--- config.mk ---
export PLATFORM = sky130hd
export DESIGN_NAME = pwm_ctrl_scheduler
export DESIGN_NICKNAME = d
export VERILOG_FILES = /design/src/rtl/pwm_ctrl_scheduler.sv
export SDC_FILE = /design/constraint.sdc
export NUM_CORES = 1
export LEC_CHECK = 0
export CAP_MARGIN = 20
export CORE_MARGIN = 8
export CORE_UTILIZATION = 60
export CTS_BUF_LIST = sky130_fd_sc_hd__clkbuf_4
export DETAILED_ROUTE_END_ITERATION = 7
export MAX_ROUTING_LAYER = met4
export PLACE_DENSITY = 0.78
export SLEW_MARGIN = 20
export SYNTH_ARGS = -nofsm -noshare
export SYNTH_HDL_FRONTEND = slang
export SYNTH_SLANG_ARGS = --single-unit
--- constraint.sdc ---
create_clock -name clk -period 4.4 [get_ports clk]
set_clock_uncertainty 0.2 [all_clocks]
set_input_delay 0.88 -clock clk [delete_from_list [all_inputs] [get_ports clk]]
set_output_delay 0.88 -clock clk [all_outputs]
set_load 0.05 [all_outputs]
--- src/rtl/pwm_ctrl_scheduler.sv ---
// Multi-channel PWM controller: register writes over valid/ready, shared prescaled
// period counter, and a commit FSM that moves shadow duties to active only at a wrap.
module pwm_ctrl_scheduler #(
   parameter int NUM_CH = 4
) (
   input  logic              clk,
   input  logic              rst,
   input  logic              wr_valid,
   output logic              wr_ready,
   input  logic [3:0]        wr_addr,
   input  logic [7:0]        wr_data,
   output logic [NUM_CH-1:0] pwm_out,
   output logic              period_tick,
   output logic              addr_err
);

   localparam logic [3:0] CH_LIMIT   = 4'(NUM_CH);
   localparam logic [3:0] ADDR_CTRL  = 4'd8;
   localparam logic [3:0] ADDR_PRESC = 4'd9;
   localparam logic [3:0] ADDR_COMMIT = 4'd15;

   typedef enum logic [1:0] {S_IDLE, S_PENDING, S_APPLY} state_t;

   state_t     state, state_nxt;
   logic [7:0] shadow_duty [NUM_CH];
   logic [7:0] active_duty [NUM_CH];
   logic       enable;
   logic [7:0] prescale;
   logic [7:0] presc;
   logic [7:0] cnt;
   logic       wr_fire;
   logic       cnt_adv;
   logic       wrap;
   logic       commit_req;
   logic       apply;

   function automatic logic addr_mapped(input logic [3:0] a);
      return (a < CH_LIMIT) || (a == ADDR_CTRL) || (a == ADDR_PRESC) || (a == ADDR_COMMIT);
   endfunction

   assign wr_fire    = wr_valid && wr_ready;
   assign cnt_adv    = enable && (presc == prescale);
   assign wrap       = cnt_adv && (cnt == 8'hFF);
   assign commit_req = wr_fire && (wr_addr == ADDR_COMMIT);

   // Register file; active duties only change in the APPLY cycle
   always_ff @(posedge clk) begin
      if (rst) begin
         enable   <= 1'b0;
         prescale <= 8'd0;
         addr_err <= 1'b0;
         for (int i = 0; i < NUM_CH; i++) begin
            shadow_duty[i] <= 8'd0;
            active_duty[i] <= 8'd0;
         end
      end else begin
         if (wr_fire) begin
            case (wr_addr)
               ADDR_CTRL:  enable   <= wr_data[0];
               ADDR_PRESC: prescale <= wr_data;
               default: ;
            endcase
         end
         if (wr_fire && !addr_mapped(wr_addr))
            addr_err <= 1'b1;
         for (int i = 0; i < NUM_CH; i++) begin
            if (wr_fire && (wr_addr == 4'(i)))
               shadow_duty[i] <= wr_data;
            if (apply)
               active_duty[i] <= shadow_duty[i];
         end
      end
   end

   // presc wraps through 255 when PRESCALE shrinks below it, so no early advance
   always_ff @(posedge clk) begin
      if (rst || !enable) begin
         presc <= 8'd0;
         cnt   <= 8'd0;
      end else if (cnt_adv) begin
         presc <= 8'd0;
         cnt   <= cnt + 8'd1;
      end else begin
         presc <= presc + 8'd1;
      end
   end

   always_ff @(posedge clk) begin
      if (rst) begin
         pwm_out     <= '0;
         period_tick <= 1'b0;
      end else begin
         period_tick <= wrap;
         for (int i = 0; i < NUM_CH; i++)
            pwm_out[i] <= enable && (cnt < active_duty[i]);
      end
   end

   always_ff @(posedge clk) begin
      if (rst)
         state <= S_IDLE;
      else
         state <= state_nxt;
   end

   // With the counter stopped there is no wrap to wait for, so PENDING lasts one cycle
   always_comb begin
      state_nxt = state;
      case (state)
         S_IDLE:    if (commit_req) state_nxt = S_PENDING;
         S_PENDING: if (!enable || wrap) state_nxt = S_APPLY;
         S_APPLY:   state_nxt = S_IDLE;
         default:   state_nxt = S_IDLE;
      endcase
   end

   always_comb begin
      wr_ready = (state == S_IDLE);
      apply    = (state == S_APPLY);
   end

endmodule

### Word-level counts from Yosys, hierarchy flattened

Memories as Yosys holds them, arrays and structs flattened.
Cells that the tools add are included.

* add/subtract/negate cells: 2
* $lt $le $gt $ge: 5
* equal/unequal tests: 12
* muxes and demuxes: 28
* bitwise logic cells: 8
* reductions and logical operators: 26

Operators with widths (number)
* $mux W8: 8
* $lt A8 B8 Y1: 4
* $mux W1: 17
* $add A8 B1 Y8 const B: 2
* $logic_and A1 B1 Y1: 13
* $eq A4 B4 Y1 const B: 3
* $eq A4 B2 Y1 const B: 2
* $eq A8 B8 Y1: 1
* $eq A8 B8 Y1 const B: 1
* $or A1 B1 Y1: 8
* $reduce_and A2 Y1: 3
* $logic_or A1 B1 Y1: 5
* $eq A4 B1 Y1 const B: 1
* $logic_not A4 Y1: 1
* $lt A4 B3 Y1 const B: 1
* $mux W2: 2
* $pmux W2 S2: 1
* $eq A2 B1 Y1 const B: 1
* $eq A2 B2 Y1 const B: 1
* $logic_not A1 Y1: 2
* $logic_not A2 Y1: 1
* $ne A2 B1 Y1 const B: 1
* $ne A2 B2 Y1 const B: 1
* $reduce_or A2 Y1: 1

* bits in registers: 33
* memory bits (writable): 64
* input port bits: 15
* output and inout port bits: 7
* word-level logic and storage cells: 91
* memories: 2

Memories
* active_duty: depth 4, bits a word 8, rd ports 4, clocked after memory_dff 0, write ports 4, RTL line 26 `logic [7:0] active_duty [NUM_CH];`
* shadow_duty: depth 4, bits a word 8, rd ports 4, clocked after memory_dff 0, write ports 4, RTL line 25 `logic [7:0] shadow_duty [NUM_CH];`

### Longest topological paths before layout

Gate-level depths: netlist of run 1.

* word-level depth: 7
* depth in mapped cells: 7
* mapped depth without buffers: 7

### Worst setup path after synthesis of run 1

OpenSTA, ideal clock, no wires.

* kind: input-to-reg
* start point: input port wr_addr[2]
* end point: memory shadow_duty[1][0] (enable)
* setup time: 0.375 ns
* arrival: 2.216 ns
* required time: 3.825 ns
* setup slack: 1.609 ns
* cell stages on the path: 3
* path buffers: 0
* path through: or4b_1 -> or3_1 -> o21bai_1

RTL lines
* start: declaration: RTL line 10 `input logic [3:0] wr_addr,`
* end: declaration: RTL line 25

==> run_results.csv, run 1 <==
group,metric,value,unit
run_status,outcome,"finished, final reports clean",
synth,synth_xor_area_frac,0.0293,
detailed_routing,drc,0,
synth,synth-seq-cells,97,
critical_path,cp.arrival,2810,ps
hold_path,worstHoldPathCells,2,
synth,synth-simple-area-share,0.178,
critical_path,crit_fanout,8,
detailed_routing,wl_per_cell,14.8,um
synth,yosysSeqAreaShare,0.577,
synth,syn_nets,426,
synth,synth_most_common_cell,"and2_1",
clock_tree,cts_tree,"done",
hold_path,holdPathEnd,"addr_err",
detailed_routing,drtIter0Drc,62,
global_route,grt_max_degree,33,
global_route,grt_usage,0.165,
timing,setup_viol,0,
place,hpwlAfterDp,5650,um
synth,muxShareOfSynthArea,0.0246,
timing,period_share,0.669,
critical_path,worst_r2r_path_depth,5,
critical_path,required,4260,ps
clock_tree,cts.repair_timing.setup_buffer_count,0,
power_and_ir_drop,peakVddDrop,177,uV
clock_tree,cts_resized,0,
timing,slew_headroom,0.555,
hold_path,min_from,"addr_err",
power_and_ir_drop,power_density,311,nW/um2
critical_path,crit_type,"input port to flop",
timing,slew_violations,0,
layout,drive_above_1_share,0.0581,
global_route,grt_pass1_wl,12700,um
place,place_inst,496,
layout,fin_cells,512,
critical_path,worst_setup_path_start_kind,"input port",
global_route,gr-total-overflow,0,
floorplan,io_pins,22,
floorplan,core_area,7250,um2
clock_tree,cts.clk_slew.worst_paths,140,ps
clock_tree,cts_hold_buf,0,
timing,finalSetupTns,0,ps
critical_path,crit_start,"wr_valid",
synth,synthDistinctLibCells,36,
detailed_routing,via_count,2685,
synth,ys_dominant_reg_cell,"edfxtp_1",
clock_tree,cts_made_buffers,9,
detailed_routing,viasPerCell,5.24,
global_route,first_global_vias,2678,
synth,syn_inst,381,
clock_tree,clk_path_buf_depth,2,
timing,rsz0062_at_grt,"no",
critical_path,cp-end-kind,"flop",
detailed_routing,antenna_left,0,
floorplan,dieHeight,102,um
layout,final_net_count,453,
detailed_routing,dr.pass1.iters,4,
timing,worst_slew_pin_slew,665,ps
synth,avgSynthCellArea,11.8,um2
layout,antenna_cells,0,
floorplan,start_util,0.617,
place,place.port_buffers,21,
clock_tree,clkSinkCount,97,
floorplan,die_w,102,um
hold_path,min_path_type,"flop to flop",
clock_tree,htreeDepth,3,
job,cap_viol_max_count,0,
synth,yosys.area.top_type,"edfxtp_1",
synth,synth_edf_count,64,
timing,min_period,2940,ps
synth,synth_async_sr_flop_share,0,
synth,synth_area,4480,um2
clock_tree,cts-root-buf,"clkbuf_4",
synth,synthAdderAreaFrac,0.0838,
place,finalWeightedCongestion,0.865,
synth,synthTopCellsByCount,"and2_1, edfxtp_1, inv_1",
detailed_routing,wl,7580,um
critical_path,r2r_setup_slack,1730,ps
synth,synthTopCellsByArea,"edfxtp_1, dfxtp_1, and2_1, ha_1, inv_1",
layout,areaGrowthSynthToFinish,10.3,%
floorplan,core.rowCount,31,
global_route,antenna_found_initial,0,
power_and_ir_drop,cellLeakagePower,2.09,nW
critical_path,rr_startpoint,"presc[2]",
timing,max_freq,340,MHz
synth,synth_top_family_by_area,"simple AND/OR/NAND/NOR gates",
timing,hold_violations,0,
clock_tree,clk_latency,430,ps
synth,synth_top_area_frac,0.429,
synth,synth_compound_area_frac,0.0713,
floorplan,dieArea,10500,um2
critical_path,r2r-end,"state[1]",
synth,ys_warn_count,0,
## cells in the final DEF (no fill, tap or decap), types with 2 or more instances in the layout
cell	netlist	final
edfxtp_1	64	64
mux2i_1	11	11
o2111ai_1	4	4
a21oi_1	9	9
nand2b_1	7	7
o21ai_0	4	4
clkdlybuf4s50_1	0	21
xor2_1	14	14
a21o_1	8	8
o31ai_1	4	4
buf_4	1	3
nand3_1	8	8
a211oi_1	9	9
dfxtp_1	33	33
ha_1	30	30
and3_1	4	4
and2_1	65	65
clkbuf_4	0	11
inv_1	34	34
o21bai_1	4	4
nand4_1	2	2
nand2_1	11	11
or4_1	5	5
nor2_1	29	29
inv_4	0	2
nor3_1	3	3
## how the worst max path moves through the flow
stage / endpoint / slack [ps] / cells past startpoint
final: shadow_duty[1][3] / 1460 / 4
after global routing: shadow_duty[0][3] / 1350 / 4
after CTS: wr_ready / 1450 / 2
after detailed placement: shadow_duty[0][5] / 1000 / 4
after floorplan: shadow_duty[1][0] / 1610 / 3
after global placement: shadow_duty[0][3] / 1040 / 4
## final cells by class
type / count / area (um2)
flip-flops and latches: 97 / 2580
fillers: 588 / 2320
multi-input cells: 242 / 1730
repair buffers: 24 / 233
inverters: 34 / 128
well taps: 99 / 124
clock buffers: 11 / 82.6
clock inverters: 5 / 55.1
## per-layer routing
metal / global-route usage / wire [um] / vias to the layer above
li1: - / - / 1384
met4: 0.0655 / 119 / 0
met5: - / 0 / -
met3: 0.0313 / 345 / 11
met2: 0.258 / 3500 / 54
met1: 0.207 / 3620 / 1236
## kinds of logic after synthesis
family / after synthesis
compound gates: 45
xor+xnor: 15
fa+ha+maj: 30
buf+inv: 42
flops: 97
mux: 11
simple gates: 141
## state kept, by name (all words and copies together) (netlist names)
name and count:
active_duty 32, addr_err 1, enable 1, prescale 8
period_tick 1, cnt 8, shadow_duty 32, state 2
presc 8, pwm_out 4
## through the flow
step | cell area (um2) | total power [mW] | setup slack [ps] | utilization | hold slack (ps)
6_report | 4940 | 1.53 | 1460 | 0.681 | 307
3_3_place_gp | 4800 | 1.10 | 1040 | 0.662 | 277
5_1_grt | 4940 | 1.59 | 1350 | 0.681 | 354
3_5_place_dp | 4800 | 1.10 | 1000 | 0.662 | 281
4_1_cts | 4940 | 1.55 | 1450 | 0.681 | 310
2_1_floorplan | 4480 | 1.06 | 1610 | - | 259
## worst max-delay path, stage by stage
cell and delay [ps]:
clkdlybuf4s50_1 490, or4b_1 470, or3_1 410, o21bai_1 560
## report_power, final
part,internal (mW),total [mW],switching (mW)
sequential,0.994,1.00,0.00717
clock,0.187,0.456,0.269
combinational,0.0293,0.0755,0.0461
total,1.21,1.53,0.322
(Power assumes the default switching activity.)
==> inputs of run 2 (changes only) <==
- clock period: 4.4 -> 2.9 ns (I/O delays scaled with it)
==> run_results.csv, run 2 (synthesized netlist as in run 1, its figures left out) <==
group,metric,value,unit
critical_path,worst_setup_path_start_kind,"flop",
clock_tree,cts.clk_slew.worst_paths,130,ps
floorplan,start_util,0.617,
layout,areaGrowthSynthToFinish,12.3,%
detailed_routing,viasPerCell,5.38,
global_route,first_global_vias,2706,
timing,setup_viol,0,
clock_tree,clkSinkCount,97,
timing,period_share,0.907,
timing,min_period,2630,ps
timing,slew_violations,0,
global_route,antenna_found_initial,0,
detailed_routing,via_count,2795,
timing,worst_slew_pin_slew,508,ps
detailed_routing,wl,8150,um
layout,layout.area.seq,2580,um2
place,finalWeightedCongestion,0.823,
critical_path,cp_cell_sequence,"nor2_1 > clkdlybuf4s50_1",
critical_path,max_stage_delay,840,ps
timing,slew_headroom,0.660,
critical_path,critPathSlowestCell,"clkdlybuf4s50_1",
power_and_ir_drop,total_power,2.43,mW
critical_path,required,2120,ps
layout,final_common_cell,"and2_1",
floorplan,dieArea,10500,um2
critical_path,cp_num_buf_inv,1,
detailed_routing,dr.pass1.iters,5,
critical_path,cp-end-kind,"primary output",
power_and_ir_drop,p_int,1.92,mW
power_and_ir_drop,peakVddDrop,356,uV
layout,drive_above_1_share,0.0736,
power_and_ir_drop,netSwitchingFraction,0.210,
detailed_routing,antenna_left,0,
clock_tree,cts-root-buf,"clkbuf_4",
floorplan,core_area,7250,um2
place,hpwlAfterDp,6000,um
global_route,grt_max_degree,33,
floorplan,io_pins,22,
floorplan,dieHeight,102,um
timing,finalSetupTns,0,ps
clock_tree,cts_made_buffers,9,
layout,final_net_count,461,
layout,multi_input_area,1730,um2
layout,utilization,0.693,
power_and_ir_drop,power_frac_comb,0.051,
clock_tree,clk_latency,440,ps
layout,layout_common_cells,"and2_1, edfxtp_1, inv_1",
power_and_ir_drop,pwr-share-seq,0.626,
floorplan,die_w,102,um
layout,fillers,546,
global_route,grt_pass1_wl,13000,um
clock_tree,cts_tree,"done",
critical_path,crit_family,"buffers and inverters",
place,place.port_buffers,21,
clock_tree,cts_resized,0,
timing,fin_hold_ws,310,ps
timing,hold_violations,0,
layout,antenna_cells,0,
hold_path,min_path_type,"flop to flop",
timing,max_freq,380,MHz
layout,top_regs,"active_duty x32, shadow_duty x32",
detailed_routing,drtIter0Drc,147,
place,dp_slack,120,ps
power_and_ir_drop,cellLeakagePower,2.14,nW
critical_path,cp.arrival,1850,ps
clock_tree,clk_path_buf_depth,2,
job,cap_viol_max_count,0,
clock_tree,htreeDepth,3,
power_and_ir_drop,power_density,483,nW/um2
critical_path,crit_type,"flop to primary output",
floorplan,core.rowCount,31,
clock_tree,cts_hold_buf,0,
clock_tree,cts.repair_timing.setup_buffer_count,0,
global_route,gr-total-overflow,0,
run_status,outcome,"finished, final reports clean",
power_and_ir_drop,clkPwrFrac,0.323,
timing,rsz0062_at_grt,"no",
timing,worst_slack,270,ps
power_and_ir_drop,p_sw,0.509,mW
global_route,grt_usage,0.171,
detailed_routing,wl_per_cell,15.7,um
critical_path,crit_fanout,5,
detailed_routing,drc,0,
run 2: area by class of cell:
type	instances	share of cell area
flip-flops and latches	97	0.514
multi-input cells	242	0.344
repair buffers	32	0.0607
inverters	34	0.0254
well taps	99	0.0246
clock inverters	6	0.0164
clock buffers	10	0.0149
run 2: routing by layer:
layer  share of wire  vias to the layer above  GRT usage  wire, um
met5               0                        -          -         0
met4           0.026                        0     0.0892       210
met3           0.047                       20     0.0245       387
met2            0.46                       66      0.265      3730
met1            0.47                     1309      0.215      3820
li1                -                     1400          -         -
run 2: stage by stage:
stage / instance area, um2 / instances
after floorplan: 4480 / 381
after global placement: 4870 / 504
after detailed placement: 4870 / 504
after CTS: 5030 / 520
after global routing: 5030 / 520
final: 5030 / 520
run 2: power by group through the flow:
| stage | logic [mW] | clock network (mW) | registers (mW) |
|---|---|---|---|
| floorplan | 0.0592 | 0 | 1.55 |
| global placement | 0.121 | 0 | 1.55 |
| detailed placement | 0.125 | 0 | 1.55 |
| CTS | 0.125 | 0.797 | 1.52 |
| global route | 0.137 | 0.839 | 1.52 |
| finish | 0.124 | 0.783 | 1.52 |
run 2: path summary, 6_finish.rpt:
path,startpoint,endpoint,slack [ps],cells after the start
worst max-delay path,state[1],wr_ready,270,2
worst min-delay path,addr_err,addr_err,310,2
worst max register to register,presc[2],state[1],600,5
worst min register to register,addr_err,addr_err,310,2
run 2: worst min-delay path: stages, from the launching register on:
cell     delay (ps)
dfxtp_1         370
nor2_1           50
nor2_1           70
==> patch 1, RTL diff (flow settings as in run 2) <==
Make the reset (`rst`) asynchronous in 3 clocked blocks.
--- a/src/rtl/pwm_ctrl_scheduler.sv
+++ b/src/rtl/pwm_ctrl_scheduler.sv
@@ -45,5 +45,5 @@
 
    // Register file; active duties only change in the APPLY cycle
-   always_ff @(posedge clk) begin
+   always_ff @(posedge clk or posedge rst) begin
       if (rst) begin
          enable   <= 1'b0;
@@ -86,5 +86,5 @@
    end
 
-   always_ff @(posedge clk) begin
+   always_ff @(posedge clk or posedge rst) begin
       if (rst) begin
          pwm_out     <= '0;
@@ -97,5 +97,5 @@
    end
 
-   always_ff @(posedge clk) begin
+   always_ff @(posedge clk or posedge rst) begin
       if (rst)
          state <= S_IDLE;
Check against the original RTL: differs if rst is asserted again (counterexample within 4 cycles, from zero or initial values and one cycle with rst high); with rst held inactive, the same outputs for 10 cycles.
==> patch 1 against run 2 <==
Sequential cell count unchanged; synthesized cell count unchanged; first-iteration DRC count down 40%; register-to-register slack better by 0.23 ns; fmax down 3.6%; synthesized area up 5.3%; worst setup slack worse by 0.099 ns; cell count down 1.2%; cell area up 3.9%; wire length up 16%; critical endpoint unchanged; largest cell class unchanged; highest routed layer unchanged.
Power is not compared: it rests on default switching activity, and its combinational part moved more than twofold at a synthesized area within 25%.
==> patch 1: results (changes against run 2) <==
[timing]
hold_slack_ns=0.282  ; -0.0283 ns
tightest_slew_ns=0.510  ; +0.00186 ns
min_period_ns=2.73  ; +0.0991 ns

[outcome]
outcome=finished clean

[synth]
synthArstFlopShare_pct=83.5  ; +84 points
synth-seq-area-share_pct=49.8  ; -7.9 points
synth_compound_area_share_pct=4.56  ; -2.6 points
synth_edf_count=0  ; -100%
synthMuxAreaShare_pct=18.5  ; +16 points
synthTopCellsByArea=dfrtp_1 43%, mux2_2 16%, ha_1 8.0%, dfxtp_1 6.8%, inv_1 2.5%
avgSynthCellArea_um2=12.4  ; +5.3%
synthFlopType=dfrtp_1
synth_commonest_cells=81 x dfrtp_1, 68 x mux2_2, 32 x inv_1, 30 x ha_1, 16 x dfxtp_1
synthXorXnorAreaFrac_pct=3.24  ; +0.30 points
yosys.cell_types.count=46  ; +28%

[routing]
via_per_inst=5.73  ; +6.7%
met3WireLength_um=332  ; -14%
wl_mm=9.43  ; +16%
drt_iter0_markers=88  ; -40%
m1WireLength_mm=4.34  ; +13%
wl_per_cell_um=18.3  ; +17%
first_pass_iters=4  ; -1
wl_met2_mm=4.47  ; +20%

[cells_and_area]
buf_share_pct=4.69  ; -1.4 points
final-seq-area_um2=2350  ; -9.1%
n_clock_buffer=11  ; +1
syn_to_final_growth_pct=10.8
clk_share_pct=3.57  ; +0.43 points
multi_input_area_um2=2190  ; +27%
signal_buffers=24  ; -25%
final_nets=452  ; -2.0%
nFillCells=572  ; +4.8%
multi_input_cells=243  ; +0.41%
inverters=32  ; -5.9%

[global_route]
use_met3_pct=4.05  ; +1.6 points
use_met2_pct=29.5  ; +3.0 points
grt_pass1_vias=3154  ; +17%
grtUsageMet1_pct=23.3  ; +1.8 points
grt_start_max_net_pins=82  ; +150%
grt_usage_pct=18.9  ; +1.8 points

[worst_setup_path]
reg2reg_from=prescale[3]
crit_arrival_ns=1.95  ; +0.10 ns
r2r_cells=4  ; -1
r2r_slack_ns=0.83  ; +0.23 ns
crit_fanout=4  ; -1
reg2reg_to=state[0]
critPathMaxStageDelay_ns=0.84  ; about the same
cp-startpoint=state[1]

[placed_design]
placedCellCount=498  ; -1.2%
dp_hpwl_mm=6.55  ; +9.2%
gp_congestion=0.853  ; +3.7%
place_area_um2=5040  ; +3.4%

[hold_path]
holdPathStages=1  ; -1

-- patch 1: cell types whose count changed after synthesis, sizes merged, moves of 9 or more --
cell | before | now
and2 | 65 | 0
dfrtp | 0 | 81
dfxtp | 33 | 16
edfxtp | 64 | 0
mux2 | 0 | 73
nor2 | 29 | 15
xor2 | 14 | 5
-- patch 1: critical path, delay by kind of cell (launching register included) --
family,cells,cell delay [ns]
DFF,1,0.46
buffers and inverters,1,0.84
and+or+nand+nor,1,0.21
-- patch 1: power by group through the flow --
| stage | clock network [µW] | logic, µW | registers [µW] |
|---|---|---|---|
| 6_report | 893 | 1030 | 1870 |
| 5_1_grt | 966 | 1150 | 1910 |
| 4_1_cts | 913 | 1040 | 1870 |
| 3_5_place_dp | 0 | 1030 | 1900 |
| 3_3_place_gp | 0 | 990 | 1870 |
| 2_1_floorplan | 0 | 702 | 1920 |
==> patch 2, RTL diff (settings of run 2) <==
Made on the original files. Set the parameter `NUM_CH` to 2 (it was 4).
--- a/src/rtl/pwm_ctrl_scheduler.sv
+++ b/src/rtl/pwm_ctrl_scheduler.sv
@@ -2,5 +2,5 @@
 // period counter, and a commit FSM that moves shadow duties to active only at a wrap.
 module pwm_ctrl_scheduler #(
-   parameter int NUM_CH = 4
+   parameter int NUM_CH = 2
 ) (
    input  logic              clk,
Interface: changed (resized pwm_out); port bits go from 22 to 20. No check against the original RTL was run, so the function may have changed too.
==> patch 2 against run 2 <==
Wire length down 40%; power is 33% lower; core utilization up 1.1 points; clock power decreased by 26%; cell area down 35%; sequential cell count down 34; worst setup slack got worse by 0.0016 ns; die area fell by 31%; synthesized area is 36% lower; count of clock-buffer cells in the layout did not move; cell count down 35%.
==> patch 2: results (changes against run 2) <==
[outcome]
outcome=finished clean

[placed_design]
dp_hpwl_mm=3.82  ; -36%
place_ws_ns=0.454  ; +0.334 ns

[synth]
synthAdderAreaFrac_pct=7.00  ; -1.4 points
synthMuxAreaShare_pct=3.50  ; +1.0 points
syn_nets=280  ; -34%
synth_edf_count=32  ; -50%
synth-seq-area-share_pct=55.3  ; -2.4 points
avgSynthCellArea_um2=11.5  ; -2.2%

[routing]
drt_iter0_markers=101  ; -31%
first_pass_iters=4  ; -1
wl_met2_mm=2.55  ; -32%

[cells_and_area]
drive_gt1_share_pct=11.9  ; +4.5 points
nFillCells=347  ; -36%
reg_top3=active_duty: 16 flops, shadow_duty: 16 flops

[global_route]
grt_start_max_net_pins=17  ; -48%
grt_usage_pct=15.7  ; -1.4 points
grt_pass1_vias=1914  ; -29%
grt_pass1_wl_mm=8.61  ; -34%

[pwr]
pg_clk_uw=581  ; -26%
sw_frac_of_total_pct=22.3  ; +1.3 points
vdd_ir_drop_max_uv=367  ; +3.0%

[clocking]
clkSlewWorstSetupHoldPaths_ns=0.11  ; -0.02 ns

[timing]
tightest_slew_ns=0.543  ; +0.0347 ns
min_period_ns=2.63  ; +0.00164 ns

patch 2: cell count changes after synthesis, moves of 3 or more:
| cell | before | now |
|---|---|---|
| xor2_1 | 14 | 3 |
| xnor2_1 | 1 | 15 |
| ha_1 | 30 | 16 |
| o31ai_1 | 4 | 1 |
| or4_1 | 5 | 0 |
| a21oi_1 | 9 | 5 |
| inv_1 | 34 | 22 |
| o21bai_1 | 4 | 0 |
| edfxtp_1 | 64 | 32 |
| a21o_1 | 8 | 5 |
| and2_1 | 65 | 26 |
| nand2b_1 | 7 | 2 |
| a211oi_1 | 9 | 4 |
patch 2: final cells by class:
class / count / area, µm² / area share, %
Clock buffer: 10 / 75.1 / 2.29
Multi-Input combinational cell: 160 / 1180 / 36.0
Sequential cell: 63 / 1580 / 48.2
Clock inverter: 6 / 58.8 / 1.79
Tap cell: 54 / 67.6 / 2.06
Timing Repair Buffer: 25 / 235 / 7.17
Inverter: 22 / 82.6 / 2.52
